File: src/rtl/pc_seq.sv
// pc_seq: program-counter sequencer for a simple multi-cycle core.
//
// Walks IDLE -> FETCH -> EXEC -> FETCH ... and computes the next PC from the
// branch/jump inputs presented in the last EXEC cycle. The current FSM state
// is exported on the `state` debug port.
//
// Optional feature: define PC_SEQ_TRAP_EN to trap on taken targets whose
// low two bits are not 00 (TRAP state, trap/trap_pc outputs, trap_clr ack).
// Without it, taken targets are forced word aligned and TRAP is unreachable.
//
// Handshake: fetch_req is the request (valid) for the address on pc; the
// instruction memory answers with inst_valid (ready/response), and the edge
// on which fetch_req=1 and inst_valid=1 are both high moves FETCH to EXEC.
// pc is stable for the whole time fetch_req is high.

module pc_seq #(
  parameter int              XLEN      = 32,
  parameter logic [XLEN-1:0] RESET_VEC = {XLEN{1'b0}},
  parameter int              IMM_SHIFT = 1
) (
  input  logic            clk,
  input  logic            rst,
  input  logic            inst_valid,
  input  logic            stall,
  input  logic            branch,
  input  logic [2:0]      branch_type,
  input  logic            zero,
  input  logic            less,
  input  logic            jump,
  input  logic [XLEN-1:0] jump_target,
  input  logic [XLEN-1:0] imm32,
  input  logic            trap_clr,
  output logic [XLEN-1:0] pc,
  output logic [XLEN-1:0] pc_plus4,
  output logic            fetch_req,
  output logic            redirect,
  output logic            trap,
  output logic [XLEN-1:0] trap_pc,
  output logic [31:0]     retire_cnt,
  output logic [1:0]      state
);

  typedef enum logic [1:0] {
    S_IDLE  = 2'b00,
    S_FETCH = 2'b01,
    S_EXEC  = 2'b10,
    S_TRAP  = 2'b11
  } state_t;

  state_t          r_state;
  logic [XLEN-1:0] r_pc;
  logic [31:0]     r_retire_cnt;
  logic            r_redirect;
  logic            r_trap;
  logic [XLEN-1:0] r_trap_pc;

  state_t          w_state_nxt;
  logic [XLEN-1:0] w_pc_nxt;
  logic [31:0]     w_retire_nxt;
  logic            w_redirect_nxt;
  logic            w_trap_nxt;
  logic [XLEN-1:0] w_trap_pc_nxt;
  logic            w_fetch_req;

  logic [XLEN-1:0] w_pc_plus4;
  logic            w_br_taken;
  logic [XLEN-1:0] w_br_target;
  logic [XLEN-1:0] w_jmp_target;
  logic            w_taken;
  logic [XLEN-1:0] w_raw_target;
  logic [XLEN-1:0] w_target;
  logic            w_misaligned;
  logic [XLEN-1:0] w_next_pc;

  // Target arithmetic: everything wraps modulo 2^XLEN by truncation.
  assign w_pc_plus4   = r_pc + XLEN'(4);
  assign w_br_target  = r_pc + (imm32 << IMM_SHIFT);
  assign w_jmp_target = jump_target & ~XLEN'(1);

  // Branch condition decode from funct3; 010/011 are never taken.
  always_comb begin
    w_br_taken = 1'b0;
    case (branch_type)
      3'b000:         w_br_taken = zero;
      3'b001:         w_br_taken = ~zero;
      3'b100, 3'b110: w_br_taken = less;
      3'b101, 3'b111: w_br_taken = ~less;
      default:        w_br_taken = 1'b0;
    endcase
  end

  // Branch wins over jump: when branch=1 the jump inputs are not looked at.
  assign w_taken      = branch ? w_br_taken  : jump;
  assign w_raw_target = branch ? w_br_target : w_jmp_target;

`ifdef PC_SEQ_TRAP_EN
  assign w_target     = w_raw_target;
  assign w_misaligned = w_taken && (w_raw_target[1:0] != 2'b00);
`else
  assign w_target     = w_raw_target & ~XLEN'(3);
  assign w_misaligned = 1'b0;
  logic w_unused_trap_clr;
  assign w_unused_trap_clr = trap_clr;
`endif

  assign w_next_pc = w_taken ? w_target : w_pc_plus4;

  // Next-state and next-datapath values; every register holds by default.
  always_comb begin
    w_state_nxt    = r_state;
    w_pc_nxt       = r_pc;
    w_retire_nxt   = r_retire_cnt;
    w_redirect_nxt = 1'b0;
    w_trap_nxt     = r_trap;
    w_trap_pc_nxt  = r_trap_pc;
    w_fetch_req    = 1'b0;
    case (r_state)
      S_IDLE: begin
        w_state_nxt = S_FETCH;
      end
      S_FETCH: begin
        w_fetch_req = 1'b1;
        if (inst_valid) w_state_nxt = S_EXEC;
      end
      S_EXEC: begin
        if (!stall) begin
          if (w_misaligned) begin
            // Offending instruction does not retire and pc stays on it.
            w_state_nxt   = S_TRAP;
            w_trap_nxt    = 1'b1;
            w_trap_pc_nxt = w_target;
          end else begin
            w_state_nxt    = S_FETCH;
            w_pc_nxt       = w_next_pc;
            w_retire_nxt   = r_retire_cnt + 32'd1;
            w_redirect_nxt = w_taken;
          end
        end
      end
      S_TRAP: begin
`ifdef PC_SEQ_TRAP_EN
        // Acknowledged trap skips the faulting instruction and retires it.
        if (trap_clr) begin
          w_state_nxt  = S_FETCH;
          w_pc_nxt     = w_pc_plus4;
          w_trap_nxt   = 1'b0;
          w_retire_nxt = r_retire_cnt + 32'd1;
        end
`else
        w_state_nxt = S_IDLE;
`endif
      end
      default: w_state_nxt = S_IDLE;
    endcase
  end

  // State and datapath registers with asynchronous reset.
  always_ff @(posedge clk or posedge rst) begin
    if (rst) begin
      r_state      <= S_IDLE;
      r_pc         <= RESET_VEC;
      r_retire_cnt <= 32'd0;
      r_redirect   <= 1'b0;
      r_trap       <= 1'b0;
      r_trap_pc    <= {XLEN{1'b0}};
    end else begin
      r_state      <= w_state_nxt;
      r_pc         <= w_pc_nxt;
      r_retire_cnt <= w_retire_nxt;
      r_redirect   <= w_redirect_nxt;
      r_trap       <= w_trap_nxt;
      r_trap_pc    <= w_trap_pc_nxt;
    end
  end

  assign pc         = r_pc;
  assign pc_plus4   = w_pc_plus4;
  assign fetch_req  = w_fetch_req;
  assign redirect   = r_redirect;
  assign trap       = r_trap;
  assign trap_pc    = r_trap_pc;
  assign retire_cnt = r_retire_cnt;
  assign state      = r_state;

endmodule
File: config.mk
export PLATFORM = sky130hd
export DESIGN_NAME = pc_seq
export DESIGN_NICKNAME = d
export VERILOG_FILES = /design/src/rtl/pc_seq.sv
export SDC_FILE = /design/constraint.sdc
export NUM_CORES = 1
export LEC_CHECK = 0
export CORE_MARGIN = 8
export CORE_UTILIZATION = 46
export CTS_BUF_LIST = sky130_fd_sc_hd__clkbuf_8 sky130_fd_sc_hd__clkbuf_16
export CTS_CLUSTER_DIAMETER = 200
export DETAILED_ROUTE_END_ITERATION = 16
export GPL_ROUTABILITY_DRIVEN = 1
export PLACE_DENSITY_LB_ADDON = 0.25
export SYNTH_ARGS = -nofsm -noshare
export SYNTH_HDL_FRONTEND = slang
export SYNTH_SLANG_ARGS = --single-unit
File: constraint.sdc
create_clock -name clk -period 3.2 [get_ports clk]
set_input_delay 0.48 -clock clk [delete_from_list [all_inputs] [get_ports clk]]
set_output_delay 0.48 -clock clk [all_outputs]
set_load 0.1 [all_outputs]
==> flow_metrics.tcl <==
set metrics [dict create \
    r2r-start "pc[6]" \
    wl_per_cell_um 18.4 \
    htree_num_levels 3 \
    area_growth_pct 47.1 \
    worst-setup-path-type "reg2out" \
    drt-initial-drc-count 536 \
    switching_power_mw 6.01 \
    synth_ff_type "dfrtp_1" \
    postSynthAreaPerCell_um2 8.21 \
    final_hold_viol_count 0 \
    grt_pass1_vias 6104 \
    cts_tree "done" \
    worstPathRequired_ps 2720 \
    vias 5968 \
    overflow 0 \
    clkPwrFrac_pct 10.1 \
    crit_fanout 6 \
    drc 0 \
    min_period_ps 3090 \
    grt_pass1_wl_um 31100 \
    ant_nets 0 \
    synth_edf_count 0 \
    synth_common_cells "nand2_1, dfrtp_1, xnor2_1" \
    max_clock_freq_ghz 0.323 \
    min_period_over_period_pct 96.7 \
    setup_viol 0 \
    yosysSeqAreaShare_pct 28.5 \
    arrival_ps 2610 \
    switching_share_pct 60.1 \
    fp.dieW_um 127 \
    antenna_found_initial 0 \
    cp-end-kind "output port" \
    cts_sinks 65 \
    wl_um 19600 \
    synth.most_common_cell "nand2_1" \
    fp-row-count 40 \
    layout_setup_ws_ps 107 \
    path_clk_slew_ps 60 \
    maxCapViolations 0 \
    final_nets 998 \
    async_reset_ff_share_pct 100 \
    finalClockSkew_ps 7.68 \
    start_util_pct 47.3 \
    viasPerCell 5.61 \
    tightest_slew_ps 524 \
    postCtsHoldBufs 0 \
    power.density_mw_per_mm2 1190 \
    antenna_cells 0 \
    clkLatencyLatePin_ps 340 \
    tns_ps 0 \
    track_usage_pct 23.6 \
    grt_max_degree 30 \
    worst_hold_path_type "in2async" \
    synth_top_area_cell "dfrtp_1" \
    pwr-share-seq_pct 15.6 \
    p_leak_nw 3.83 \
    startpoint "pc[6]" \
    cts_buffers 9 \
    yosysUniqueCellTypes 72 \
    p_int_mw 3.99 \
    cts_buffer_depth 2 \
    globalplace.congestion 0.955 \
    dp_hpwl_um 15300 \
    clock-root-buffer "clkbuf_16" \
    fin_util_pct 69.6 \
    syn_area_mm2 0.00571 \
    core_area_mm2 0.0121 \
    finalMaxSlewViolations 0 \
    power.combinational.fraction_pct 74.3 \
    dpl_worst_slack_ps -237 \
    ys_ff_latch 65 \
    synthTopCellsByArea "dfrtp_1, xnor2_1, ha_1" \
    peakVddDrop_mv 0.835 \
    drive_gt1_share_pct 26.1 \
    dr.pass1.iters 5 \
    outcome "finished clean" \
    power_mw 10.0 \
    die_h_um 127 \
    crit_path_start_kind "flop" \
    dieArea_mm2 0.0162 \
    rsz0062_at_grt "no" \
    portBuffers 166 \
    ios 209 \
    postSynthCellCount 695 \
    relSlewSlack_pct 65.1 \
    synth_warnings 0 \
    yosysTopAreaCellShare_pct 28.5 \
]
==> cells by family after synthesis <==
family / Yosys count / synth area share, %
multiplexers: 12 / 2.15
flip-flops: 65 / 28.5
AND/OR/NAND/NOR: 231 / 20.3
adder cells (fa/ha/maj): 32 / 7.15
other: 2 / 0.132
buffers and inverters: 85 / 8.09
AO/OA/AOI/OAI: 185 / 21.0
XOR/XNOR: 83 / 12.7
==> area by class of cell <==
| class | count | area (µm²) |
|---|---|---|
| multi-input combinational | 581 | 4100 |
| fill | 967 | 3660 |
| timing repair buffer | 217 | 2070 |
| sequential | 65 | 1650 |
| clock buffer | 9 | 225 |
| tap | 168 | 210 |
| clock inverter | 7 | 78.8 |
| inverter | 16 | 63.8 |
==> what timing repair did <==
item	4_1_cts	5_1_grt
setup buffers	0	1
setup endpoints to repair	0	7
gates resized for setup	0	4
==> worst max-delay path, stage by stage (launching register included) <==
cell     delay, ps
dfrtp_2        360
buf_4          150
nand4_1        210
or3_1          470
nor3_4         340
and3_1         360
xor2_4         180
buf_12         190
==> state kept, by name (all words and copies together), names as in the netlist <==
name        flops
pc             30
retire_cnt     32
state           2
redirect        1
==> path summary, 6_finish.rpt <==
path	end	slack (ps)	cells past startpoint
worst max-delay path	pc_plus4[27]	110	7
worst min-delay path	retire_cnt[30]	420	2
worst max register to register	pc[31]	300	11
worst min register to register	retire_cnt[31]	470	1
max in group asynchronous	pc[7]	2070	3
min in group clk	retire_cnt[31]	470	1
==> routing by layer <==
layer | share of wire [%] | global-route usage [%] | wire length [µm]
met1 | 40 | 28.8 | 7860
met2 | 49 | 39.5 | 9580
met3 | 8.7 | 6.57 | 1710
met4 | 2.2 | 7.70 | 431
met5 | 0 | 0 | 0
==> power groups by stage <==
stage	Sequential, mW	Clock (mW)	Combinational (mW)
final	1.56	1.01	7.43
after global placement	1.54	0	7.29
after global routing	1.60	1.06	7.76
after floorplan	2.98	0	3.94
after CTS	1.55	1.02	7.40
after detailed placement	1.56	0	7.37
==> through the flow <==
stage	hold slack, ps	cell area [µm²]	instances
3_3_place_gp	463	8070	1046
3_5_place_dp	464	8070	1046
4_1_cts	427	8370	1062
6_report	416	8400	1063
2_1_floorplan	597	6200	731
5_1_grt	453	8400	1063
==> layout by cell type, fill, tap and decap left out, types with 15 or more instances in the layout <==
cell               n
a21oi_1           52
buf_12            21
buf_4            126
clkdlybuf4s50_1   70
conb_1            38
dfrtp_1           44
dfrtp_2           21
ha_1              31
nand2_1           69
nand3_1           26
nand4_1           15
nor2_1            44
nor3_1            15
o21ai_0           40
xnor2_1           41
xor2_1            19
(Power assumes the default switching activity.)
